$ cat src/rtl/pulse_train_scheduler_pkg.sv
// Shared definitions for the two-requester pulse train scheduler.
package pulse_train_scheduler_pkg;

  localparam int unsigned CNT_W_DEF = 8;
  localparam int unsigned NUM_W_DEF = 4;

  typedef enum logic [2:0] {
    ST_IDLE  = 3'd0,
    ST_DELAY = 3'd1,
    ST_HIGH  = 3'd2,
    ST_GAP   = 3'd3,
    ST_DONE  = 3'd4
  } state_e;

endpackage

$ cat src/rtl/pulse_train_scheduler_rr_arbiter2.sv
// Two-way round-robin winner select; the priority pointer lives in the parent.
module rr_arbiter2 (
  input  logic [1:0] req_i,
  input  logic       ptr_i,   // 1: requester 1 has priority on a tie
  input  logic       en_i,
  output logic [1:0] win_o
);

  always_comb begin
    win_o = '0;
    if (en_i) begin
      case (req_i)
        2'b01:   win_o = 2'b01;
        2'b10:   win_o = 2'b10;
        2'b11:   win_o = ptr_i ? 2'b10 : 2'b01;
        default: win_o = '0;
      endcase
    end
  end

endmodule

$ cat src/rtl/pulse_train_scheduler.sv
// Arbitrates two requesters onto one shared line and plays a clock-counted
// pulse train (delay, then N pulses of width/gap) for the granted one.
module pulse_train_scheduler
  import pulse_train_scheduler_pkg::*;
#(
  parameter int unsigned CNT_W = CNT_W_DEF,
  parameter int unsigned NUM_W = NUM_W_DEF
) (
  input  logic             clock,
  input  logic             reset_n,
  input  logic [1:0]       req,
  input  logic [CNT_W-1:0] cfg_delay,
  input  logic [CNT_W-1:0] cfg_width,
  input  logic [CNT_W-1:0] cfg_gap,
  input  logic [NUM_W-1:0] cfg_num,
  output logic [1:0]       grant,
  output logic             busy,
  output logic             signal,
  output logic [1:0]       done
);

  state_e           state_q, state_d;
  logic [CNT_W-1:0] cnt_q, cnt_d;
  logic [CNT_W-1:0] width_q, width_d;
  logic [CNT_W-1:0] gap_q, gap_d;
  logic [NUM_W-1:0] pcnt_q, pcnt_d;
  logic             gsel_q, gsel_d;
  logic             ptr_q, ptr_d;
  logic [1:0]       grant_q, grant_d;
  logic             busy_q, busy_d;
  logic             signal_q, signal_d;
  logic [1:0]       done_q, done_d;
  logic [1:0]       win;
  logic             abort;

  function automatic logic [CNT_W-1:0] load_len(input logic [CNT_W-1:0] v);
    return (v == '0) ? '0 : v - 1'b1;
  endfunction

  rr_arbiter2 u_arb (
    .req_i (req),
    .ptr_i (ptr_q),
    .en_i  ((state_q == ST_IDLE) && !busy_q),
    .win_o (win)
  );

  assign abort = (state_q == ST_DELAY || state_q == ST_HIGH || state_q == ST_GAP)
                 && !req[gsel_q];

  // signal and done follow the FSM one cycle later; grant/busy are held through
  // that extra DONE cycle, which also forces one dead IDLE cycle between trains.
  always_comb begin
    state_d  = state_q;
    cnt_d    = cnt_q;
    width_d  = width_q;
    gap_d    = gap_q;
    pcnt_d   = pcnt_q;
    gsel_d   = gsel_q;
    ptr_d    = ptr_q;
    grant_d  = grant_q;
    busy_d   = busy_q;
    signal_d = (state_q == ST_HIGH);
    done_d   = '0;

    if (done_q != '0) begin
      grant_d = '0;
      busy_d  = 1'b0;
    end

    case (state_q)
      ST_IDLE: begin
        if (win != '0) begin
          grant_d = win;
          gsel_d  = win[1];
          ptr_d   = win[0];
          busy_d  = 1'b1;
          width_d = cfg_width;
          gap_d   = cfg_gap;
          pcnt_d  = (cfg_num == '0) ? NUM_W'(1) : cfg_num;
          if (cfg_delay != '0) begin
            state_d = ST_DELAY;
            cnt_d   = cfg_delay - 1'b1;
          end else begin
            state_d = ST_HIGH;
            cnt_d   = load_len(cfg_width);
          end
        end
      end
      ST_DELAY: begin
        if (cnt_q == '0) begin
          state_d = ST_HIGH;
          cnt_d   = load_len(width_q);
        end else begin
          cnt_d = cnt_q - 1'b1;
        end
      end
      ST_HIGH: begin
        if (cnt_q == '0) begin
          pcnt_d = pcnt_q - 1'b1;
          if (pcnt_q > NUM_W'(1)) begin
            state_d = ST_GAP;
            cnt_d   = load_len(gap_q);
          end else begin
            state_d = ST_DONE;
          end
        end else begin
          cnt_d = cnt_q - 1'b1;
        end
      end
      ST_GAP: begin
        if (cnt_q == '0) begin
          state_d = ST_HIGH;
          cnt_d   = load_len(width_q);
        end else begin
          cnt_d = cnt_q - 1'b1;
        end
      end
      ST_DONE: begin
        state_d = ST_IDLE;
        done_d  = grant_q;
      end
      default: state_d = ST_IDLE;
    endcase

    if (abort) begin
      state_d  = ST_IDLE;
      cnt_d    = '0;
      signal_d = 1'b0;
      grant_d  = '0;
      busy_d   = 1'b0;
    end
  end

  always_ff @(posedge clock or negedge reset_n) begin
    if (!reset_n) begin
      state_q  <= ST_IDLE;
      cnt_q    <= '0;
      width_q  <= '0;
      gap_q    <= '0;
      pcnt_q   <= '0;
      gsel_q   <= 1'b0;
      ptr_q    <= 1'b0;
      grant_q  <= '0;
      busy_q   <= 1'b0;
      signal_q <= 1'b0;
      done_q   <= '0;
    end else begin
      state_q  <= state_d;
      cnt_q    <= cnt_d;
      width_q  <= width_d;
      gap_q    <= gap_d;
      pcnt_q   <= pcnt_d;
      gsel_q   <= gsel_d;
      ptr_q    <= ptr_d;
      grant_q  <= grant_d;
      busy_q   <= busy_d;
      signal_q <= signal_d;
      done_q   <= done_d;
    end
  end

  assign grant  = grant_q;
  assign busy   = busy_q;
  assign signal = signal_q;
  assign done   = done_q;

endmodule

$ cat config.mk
export PLATFORM = sky130hd
export DESIGN_NAME = pulse_train_scheduler
export DESIGN_NICKNAME = d
export VERILOG_FILES = /design/src/rtl/pulse_train_scheduler_pkg.sv /design/src/rtl/pulse_train_scheduler_rr_arbiter2.sv /design/src/rtl/pulse_train_scheduler.sv
export SDC_FILE = /design/constraint.sdc
export NUM_CORES = 1
export LEC_CHECK = 0
export CAP_MARGIN = 20
export CORE_AREA = 2 2 74 76
export CTS_CLUSTER_DIAMETER = 50
export DETAILED_ROUTE_END_ITERATION = 16
export DIE_AREA = 0 0 76 78
export GPL_TIMING_DRIVEN = 1
export PLACE_DENSITY = 0.84
export SLEW_MARGIN = 40
export SYNTH_ARGS = -nofsm -noshare
export SYNTH_HDL_FRONTEND = slang
export SYNTH_HIERARCHICAL = 1
export SYNTH_SLANG_ARGS = --single-unit
$ cat constraint.sdc
create_clock -name clock -period 3.2 [get_ports clock]
set_input_delay 0.64 -clock clock [delete_from_list [all_inputs] [get_ports clock]]
set_output_delay 0.64 -clock clock [all_outputs]
set_load 0.03 [all_outputs]
==> metrics.cfg, run 1 <==
[worst_setup_path]
cp-start-kind=register
critPathCapture=cnt_q[0]
slowest_stage=dfrtp_1
crit_start=state_q[0]
critical_path.max_fanout=11
reg2reg_to=cnt_q[0]
r2r_cells=10
cp.required_ns=3.40
cp_top_family=simple AND/OR/NAND/NOR gates
arrival_ns=2.82
reg2reg_from=state_q[0]
cp_num_buf_inv=0
path_common_cell=nor2_1
r2r_slack_ns=0.58
end_kind=register
worstSetupPathType=register to register
worstPathCellList=or3_1, nor2_1, nand2_1, a21oi_1, nor2_1, a21o_1, o21bai_4, nor2_1, o21ai_0, o21ai_0
critical_path.max_stage_delay_ns=0.49
path_depth=10

[drt]
dr.pass1.iters=5
drc=0
drt-initial-drc-count=270
detail-route-antenna-nets=0
routedWlPerCell_um=15.1
drt_wl_total_um=6390
dr_total_vias=2454
post_drt_via_cell_ratio=5.80

[timing]
finalHoldViolations=0
rsz0062_at_grt=no
fin_skew_ns=0.00633
maxSlewViolCount=0
tightest_slew_ns=0.507
post-route-period-util_pct=82.0
max_freq_ghz=0.381
fin_setup_tns_ns=0
period_minus_slack_ns=2.62
max_slew_margin_pct=66.1
finalSetupViolCount=0

[die]
num_rows=26
die_area_mm2=0.00593
floorplan.initialDensity_pct=53.6
fp.dieW_um=76
die_height_um=78
io_pins=38
core_mm2=0.00504

[logic_synthesis]
ys_warn_count=6
ys_seq_area_share_pct=36.1
synth_cell_types=53
synth-seq-cells=39
synth_cells=313
yosys.area.top_type_share_pct=36.1
syn_nets=356
synth_area_mm2=0.00270
synth-edff-count=0
synth_area_leaders=dfrtp_1 36%, ha_1 5.1%, nand2_1 4.7%, o21ai_0 4.6%, nor2_1 4.6%
avgSynthCellArea_um2=8.63
ys.flop_type=dfrtp_1
ys_async_sr_fraction_pct=100
synth_largest_area_cell=dfrtp_1

[global_route]
overflow=0
grt_pass1_wl_um=11200
grt_usage_pct=23.2
grt_pass1_vias=2388
antenna_found_initial=0
grt_max_degree=40

[layout]
final_nets=395
final_util_pct=64.9
nFillCells=386
mostFrequentLayoutCell=dfrtp_1
final_cell_mix=39 x dfrtp_1, 36 x clkdlybuf4s50_1, 34 x nand2_1, 33 x nor2_1, 25 x o21ai_0
final_layout_size_suffix_gt1_share_pct=7.93
area_growth_pct=21.0
diodes=0

[place]
dpl.hpwl_um=4850
port_buffers=37
gp_congestion=0.939

[clock_network]
holdBufCountCts=0
cts_inserted_buffers=5
clockBufferDepth=2
ctsRootBufferMaster=clkbuf_8
cts_tree=done
post_cts_buffers=0
clock_sinks=39
ctsResizeCount=0
clk_latency_ns=0.29
path_clk_slew_ns=0.08
htreeDepth=2

[flow_run]
cap_violations=0

[min_path]
hold_path_class=primary input to async pin

[pwr]
leakage_nw=1.35
max-vdd-ir-drop_uv=534
p_per_area_mw_per_mm2=952

[outcome]
status=completed

per-layer routing:
layer  track usage, %  share of wire [%]  up-vias
li1                 -                  -     1208
met1             30.3                 45     1158
met2             39.2                 48       74
met3             4.19                5.0       14
met4             7.45                1.7        0
met5                0                  0        -
power by group:
part	internal, mW	total [mW]	leakage, nW	switching, mW
Combinational	0.728	1.64	0.802	0.910
Sequential	0.726	0.988	0.482	0.262
Clock	0.312	0.488	0.0654	0.176
Total	1.77	3.11	1.35	1.35
worst min-delay path by stage:
| stage | end | slack [ns] | depth (start not counted) |
|---|---|---|---|
| 5_1_grt | grant[1] | 0.36 | 1 |
| 3_5_place_dp | ptr_q | 0.49 | 2 |
| 2_1_floorplan | busy | 0.34 | 0 |
| 6_report | gsel_q | 0.31 | 1 |
| 3_3_place_gp | ptr_q | 0.49 | 2 |
| 4_1_cts | gsel_q | 0.32 | 1 |
final cells by class:
| class | instances | area (um^2) | share of cell area, % |
|---|---|---|---|
| Sequential cell | 39 | 976 | 29.8 |
| Multi-Input combinational cell | 247 | 1610 | 49.3 |
| Timing Repair Buffer | 40 | 390 | 11.9 |
| Clock inverter | 2 | 60.1 | 1.84 |
| Clock buffer | 6 | 72.6 | 2.22 |
| Inverter | 19 | 71.3 | 2.18 |
| Tap cell | 70 | 87.6 | 2.68 |
synthesized netlist by cell type, types with 3 or more instances:
| master | instances |
|---|---|
| and2_1 | 4 |
| mux2_2 | 9 |
| nor4_1 | 4 |
| o21ai_0 | 25 |
| o221ai_1 | 3 |
| nand2b_1 | 3 |
| o22ai_1 | 10 |
| mux2i_1 | 5 |
| xnor2_1 | 12 |
| nor3b_1 | 7 |
| nor2b_1 | 4 |
| nand2_1 | 34 |
| nor2_1 | 33 |
| clkbuf_1 | 3 |
| a21oi_1 | 15 |
| nand3_1 | 6 |
| xor2_1 | 6 |
| ha_1 | 11 |
| nor3_1 | 15 |
| dfrtp_1 | 39 |
| inv_1 | 19 |
state kept, by name (all words and copies together) (netlist names), 2 cells and up:
register and flops:
cnt_q 8, gap_q 8, width_q 8, pcnt_q 4, state_q 3, done 2
grant 2
through the flow:
step	setup WS [ns]	hold slack, ns	std cells	power (mW)	area (um^2)
floorplan	0.909	0.344	313	2.20	2700
global placement	0.370	0.491	415	2.53	3130
detailed placement	0.351	0.491	415	2.60	3130
CTS	0.601	0.324	423	3.10	3260
global route	0.328	0.356	423	3.37	3270
finish	0.576	0.308	423	3.11	3270
cell families (layout without fill, tap and decap cells):
| logic type | count (synthesis) | count (layout) | synth area share [%] |
|---|---|---|---|
| AO/OA/AOI/OAI | 80 | 80 | 20.1 |
| XOR/XNOR | 18 | 18 | 5.83 |
| adder cells (fa/ha/maj) | 11 | 11 | 5.09 |
| buffers and inverters | 27 | 67 | 4.44 |
| flip-flops | 39 | 39 | 36.1 |
| multiplexers | 14 | 14 | 5.60 |
| AND/OR/NAND/NOR | 124 | 124 | 22.8 |
No activity file was read; power rests on OpenSTA's default activity.
==> inputs of run 2 (changes only) <==
- clock period: 3.2 -> 2.69 ns (I/O delays scaled with it)
==> metrics.cfg, run 2 (synthesized netlist as in run 1, its figures left out) <==
[global_route]
groute.layer.met2.usage_pct=42.3  ; +3.1 points
grt_use_met3_pct=4.65  ; +0.47 points
grt_pass1_vias=2443  ; +2.3%
grt_max_degree=40  ; unchanged
antenna_found_initial=0  ; unchanged
grt_pass1_wl_um=11400  ; +1.7%
overflow=0  ; unchanged
met1_usage_pct=29.5  ; -0.77 points
grt_usage_pct=24.0  ; +0.82 points
busiest_layer=met2

[clock_network]
clk_latency_ns=0.30  ; about the same
post_cts_buffers=0  ; unchanged
path_clk_slew_ns=0.08  ; about the same
clock_sinks=39  ; unchanged
cts_tree=done
htreeDepth=2  ; unchanged
ctsResizeCount=0  ; unchanged
cts_inserted_buffers=5  ; unchanged
clockBufferDepth=2  ; unchanged
ctsRootBufferMaster=clkbuf_8
holdBufCountCts=0  ; unchanged

[layout]
area_growth_pct=23.1
multiInputGateArea_mm2=0.00161  ; -0.39%
diodes=0  ; unchanged
nFillCells=412  ; +6.7%
final_layout_size_suffix_gt1_share_pct=10.7  ; +2.8 points
final_nets=406  ; +2.8%
reg.largest.list=cnt_q x8, gap_q x8, width_q x8
final_cell_mix=39 x dfrtp_1, 36 x clkdlybuf4s50_1, 34 x nand2_1, 33 x nor2_1, 25 x o21ai_0
seq_area_um2=976  ; unchanged
mostFrequentLayoutCell=dfrtp_1
layoutNonFillerInstCount=434  ; +2.6%

[die]
die_height_um=78  ; unchanged
num_rows=26  ; unchanged
core_mm2=0.00504  ; unchanged
fp.dieW_um=76  ; unchanged
io_pins=38  ; unchanged
floorplan.initialDensity_pct=53.6  ; unchanged
die_area_mm2=0.00593  ; unchanged

[worst_setup_path]
end_kind=register
reg2reg_to=cnt_q[5]
cp-start-kind=register
cp_top_family=simple AND/OR/NAND/NOR gates
critical_path.max_stage_delay_ns=0.42  ; -0.07 ns
slowest_stage=or3_1
r2r_cells=10  ; unchanged
critical_path.max_fanout=5  ; -6
path_common_cell=nor2_1
worstSetupPathType=register to register
r2r_slack_ns=0.22  ; -0.36 ns
arrival_ns=2.69  ; -0.13 ns
reg2reg_from=state_q[1]
critPathCapture=cnt_q[5]
cp_num_buf_inv=0  ; unchanged
crit_start=state_q[1]
path_depth=10  ; unchanged
cp.required_ns=2.91  ; -0.49 ns
worstPathCellList=or3_1, nor2_1, nand2_1, a21oi_1, nor2_1, a21o_1, o21bai_4, nor2_1, o21ai_0, o21ai_0

[place]
gp_congestion=0.889  ; -5.4%
port_buffers=37  ; unchanged
dp_worst_setup_slack_ns=0.0471  ; -0.304 ns
place_inst=426  ; +2.7%
dpl.hpwl_um=4950  ; +2.1%

[pwr]
p_per_area_mw_per_mm2=1100  ; +16%
max-vdd-ir-drop_uv=552  ; +3.3%
leakage_nw=1.40  ; +3.5%

[timing]
rsz0062_at_grt=no
fin_setup_tns_ns=0  ; unchanged
max_freq_ghz=0.405  ; +6.2%
post-route-period-util_pct=91.9  ; +9.8 points
maxSlewViolCount=0  ; unchanged
finalSetupViolCount=0  ; unchanged
fin_skew_ns=0.00720  ; +0.000870 ns
finalWorstSetupSlack_ns=0.219  ; -0.357 ns
tightest_slew_ns=0.505  ; -0.00215 ns
max_slew_margin_pct=66.2  ; +0.14 points
finalHoldViolations=0  ; unchanged
period_minus_slack_ns=2.47  ; -0.153 ns

[drt]
drt-initial-drc-count=178  ; -34%
dr.pass1.iters=4  ; -1
drt_wl_total_um=6620  ; +3.5%
detail-route-antenna-nets=0  ; unchanged
dr_total_vias=2490  ; +1.5%
post_drt_via_cell_ratio=5.74  ; -1.1%
drc=0  ; unchanged
routedWlPerCell_um=15.2  ; +0.90%

[flow_run]
cap_violations=0  ; unchanged

[min_path]
hold_path_class=primary input to async pin

[outcome]
status=completed

-- run 2: cell count changes in the layout (fill, tap and decap cells not counted), sizes merged --
cell,before,now
clkinv,0,2
bufinv,2,1
buf,4,15
clkbuf,6,5
-- run 2: through the flow --
step	area, um^2	power (mW)	hold WS [ns]	util (%)
final	3330	3.67	0.197	66.0
after global routing	3330	3.98	0.240	66.0
after CTS	3330	3.66	0.212	66.0
after detailed placement	3210	3.14	0.512	63.7
after global placement	3210	3.06	0.487	63.7
after floorplan	2700	2.62	0.242	-
-- run 2: layer usage --
layer	vias to the layer above	share of wire (%)
met3	12	5.6
met1	1181	43
li1	1230	-
met4	0	1.8
met5	-	0
met2	67	50
-- run 2: layout make-up --
| class | instances | share of cell area, % |
|---|---|---|
| clock inverters | 3 | 1.32 |
| multi-input cells | 247 | 48.3 |
| clock buffers | 5 | 2.07 |
| well taps | 70 | 2.63 |
| inverters | 19 | 2.14 |
| repair buffers | 51 | 14.2 |
| flip-flops and latches | 39 | 29.3 |
-- run 2: worst min path at each step --
stage | from | end | slack (ns)
floorplan | reset_n | busy | 0.24
global placement | ptr_q | ptr_q | 0.49
detailed placement | ptr_q | ptr_q | 0.51
CTS | reset_n | gsel_q | 0.21
global route | reset_n | grant[1] | 0.24
finish | reset_n | pcnt_q[2] | 0.20
-- run 2: worst register-to-register path, delay by kind of cell (launching register included) --
family,cells,cell delay (ns)
AO/OA/AOI/OAI,5,1.00
flip-flops,1,0.38
AND/OR/NAND/NOR,5,1.02
-- run 2: power breakdown --
group	leakage [nW]	internal (mW)	switching (mW)	total (mW)
Sequential	0.482	0.864	0.285	1.15
Clock	0.0581	0.276	0.219	0.495
Combinational	0.857	0.904	1.12	2.03
Total	1.40	2.04	1.63	3.67
==> inputs of run 3 (changes only) <==
- CTS_CLUSTER_DIAMETER: 50 -> 200
- clock period: 2.69 -> 2.3 ns (I/O delays scaled with it)
==> metrics.cfg, run 3 (synthesized netlist as in run 1, its figures left out) <==
[place]
port_buffers=37  ; unchanged
dpl.hpwl_um=5380  ; +8.7%
place_inst=452  ; +6.1%
gp_congestion=0.947  ; +6.5%

[clock_network]
clockBufferDepth=2  ; unchanged
cts_tree=done
holdBufCountCts=0  ; unchanged
clk_latency_ns=0.29  ; about the same
post_cts_buffers=0  ; unchanged
htreeDepth=2  ; unchanged
ctsRootBufferMaster=clkbuf_8
clock_sinks=39  ; unchanged
cts_inserted_buffers=5  ; unchanged
path_clk_slew_ns=0.08  ; about the same

[layout]
layoutNonFillerInstCount=460  ; +6.0%
final_cell_mix=39 x dfrtp_1, 39 x buf_4, 36 x clkdlybuf4s50_1, 34 x nand2_1, 30 x nor2_1
diodes=0  ; unchanged
reg.largest.list=cnt_q x8, gap_q x8, width_q x8
area_growth_pct=34.1
final_nets=432  ; +6.4%
final_layout_size_suffix_gt1_share_pct=19.5  ; +8.8 points

[pwr]
p_per_area_mw_per_mm2=1320  ; +20%
swShare_pct=43.0  ; -1.3 points
p_sw_mw=2.06  ; +27%
p_seq_share_pct=28.4  ; -2.9 points
leakage_nw=1.55  ; +11%
max-vdd-ir-drop_uv=789  ; +43%
power.share.clock_pct=14.3  ; +0.8 points
p_int_mw=2.74  ; +34%
combPwrFrac_pct=57.3  ; +2.1 points
power_mw=4.80  ; +31%

[drt]
drt-initial-drc-count=238  ; +34%
routedWlPerCell_um=16.1  ; +5.7%
drt_wl_total_um=7410  ; +12%
dr.pass1.iters=5  ; +1
post_drt_via_cell_ratio=6.04  ; +5.3%
detail-route-antenna-nets=0  ; unchanged
dr_total_vias=2780  ; +12%
drc=0  ; unchanged

[die]
die_area_mm2=0.00593  ; unchanged
io_pins=38  ; unchanged
floorplan.initialDensity_pct=53.6  ; unchanged
die_height_um=78  ; unchanged
core_mm2=0.00504  ; unchanged
num_rows=26  ; unchanged
fp.dieW_um=76  ; unchanged

[outcome]
status=completed

[min_path]
hold_path_class=primary input to async pin

[worst_setup_path]
end_kind=register
cp_num_buf_inv=2  ; +2
critical_path.max_stage_delay_ns=0.41  ; about the same
critical_path.max_fanout=4  ; -1
path_depth=10  ; unchanged
worstPathCellList=or3_4, nor2_4, nand2_1, a21oi_2, nor2_2, a21o_1, o21bai_4, buf_6, buf_4, a22o_1
arrival_ns=2.46  ; -0.23 ns
cp_top_family=compound AO/OA/AOI/OAI gates
slowest_stage=or3_4
cp-start-kind=register
worstSetupPathType=register to register
r2r_cells=10  ; unchanged
cp.required_ns=2.49  ; -0.42 ns

[timing]
fin_skew_ns=0.00676  ; -0.000432 ns
post-route-period-util_pct=98.8  ; +6.9 points
period_minus_slack_ns=2.27  ; -0.199 ns
max_freq_ghz=0.440  ; +8.7%
finalHoldViolations=0  ; unchanged
max_slew_margin_pct=65.8  ; -0.42 points
finalSetupViolCount=0  ; unchanged
tightest_slew_ns=0.500  ; -0.00471 ns
maxSlewViolCount=0  ; unchanged

[global_route]
antenna_found_initial=0  ; unchanged
grt_usage_pct=25.0  ; +1.1 points
grt_pass1_vias=2702  ; +11%
grt_max_degree=40  ; unchanged
overflow=0  ; unchanged
grt_pass1_wl_um=12000  ; +5.3%

[flow_run]
cap_violations=0  ; unchanged

==> run 3: cell count changes in the layout (fill, tap and decap cells not counted), moves of 2 or more <==
| cell | before | now |
|---|---|---|
| a21oi_1 | 15 | 13 |
| a21oi_2 | 0 | 2 |
| buf_4 | 15 | 39 |
| nor2_1 | 33 | 30 |
| nor2_4 | 0 | 2 |
==> run 3: timing repair <==
action | CTS | global route
resized for setup | 1 | 15
pin swaps | 0 | 3
endpoints found under the hold margin | 0 | 0
setup endpoints to repair | 2 | 22
==> run 3: path summary, 6_finish.rpt <==
check                      startpoint         to  slack, ns
max reg2reg                state_q[2]   cnt_q[6]       0.03
min reg2reg                    gsel_q     gsel_q       0.53
max                        state_q[2]   cnt_q[6]       0.03
min                           reset_n     gsel_q       0.12
max in group asynchronous     reset_n  pcnt_q[0]       1.82
min in group clock             gsel_q     gsel_q       0.53
==> run 3: worst reg2reg max path: stages (launching register included) <==
cell and delay (ns):
dfrtp_1 0.39, or3_4 0.41, nor2_4 0.11, nand2_1 0.09, a21oi_2 0.18, nor2_2 0.08, a21o_1 0.23, o21bai_4 0.21
buf_6 0.13, buf_4 0.14, a22o_1 0.22
==> run 3: area by class of cell <==
type                    count  area [um^2]
clock buffers               6         72.6
clock inverters             2         60.1
fillers                   355         1420
inverters                  19         71.3
multi-input cells         247         1670
flip-flops and latches     39          976
well taps                  70         87.6
repair buffers             77          684
==> run 3: through the flow <==
step | TNS, ns | util, % | hold WS (ns) | instance area [um^2] | worst slack (ns)
2_1_floorplan | 0 | - | 0.164 | 2700 | 0.0583
3_3_place_gp | -1.05 | 67.8 | 0.493 | 3420 | -0.157
3_5_place_dp | -1.47 | 67.9 | 0.464 | 3420 | -0.215
4_1_cts | 0 | 70.5 | 0.148 | 3560 | 0.0469
5_1_grt | -0.315 | 71.9 | 0.163 | 3620 | -0.0445
6_report | 0 | 71.9 | 0.124 | 3620 | 0.0276
==> run 3: layer usage <==
metal / part of all wire, % / GRT usage (%) / vias to the layer above
li1: - / - / 1283
met1: 42 / 30.9 / 1320
met4: 3.3 / 8.18 / 0
met2: 49 / 44.9 / 136
met3: 5.2 / 3.95 / 41
met5: 0 / 0 / -
==> run 3: power by group through the flow <==
stage / registers, mW / logic [mW] / clock network, mW
2_1_floorplan: 1.32 / 1.74 / 0
3_3_place_gp: 1.33 / 2.45 / 0
3_5_place_dp: 1.35 / 2.53 / 0
4_1_cts: 1.34 / 2.59 / 0.686
5_1_grt: 1.40 / 2.98 / 0.718
6_report: 1.36 / 2.75 / 0.685
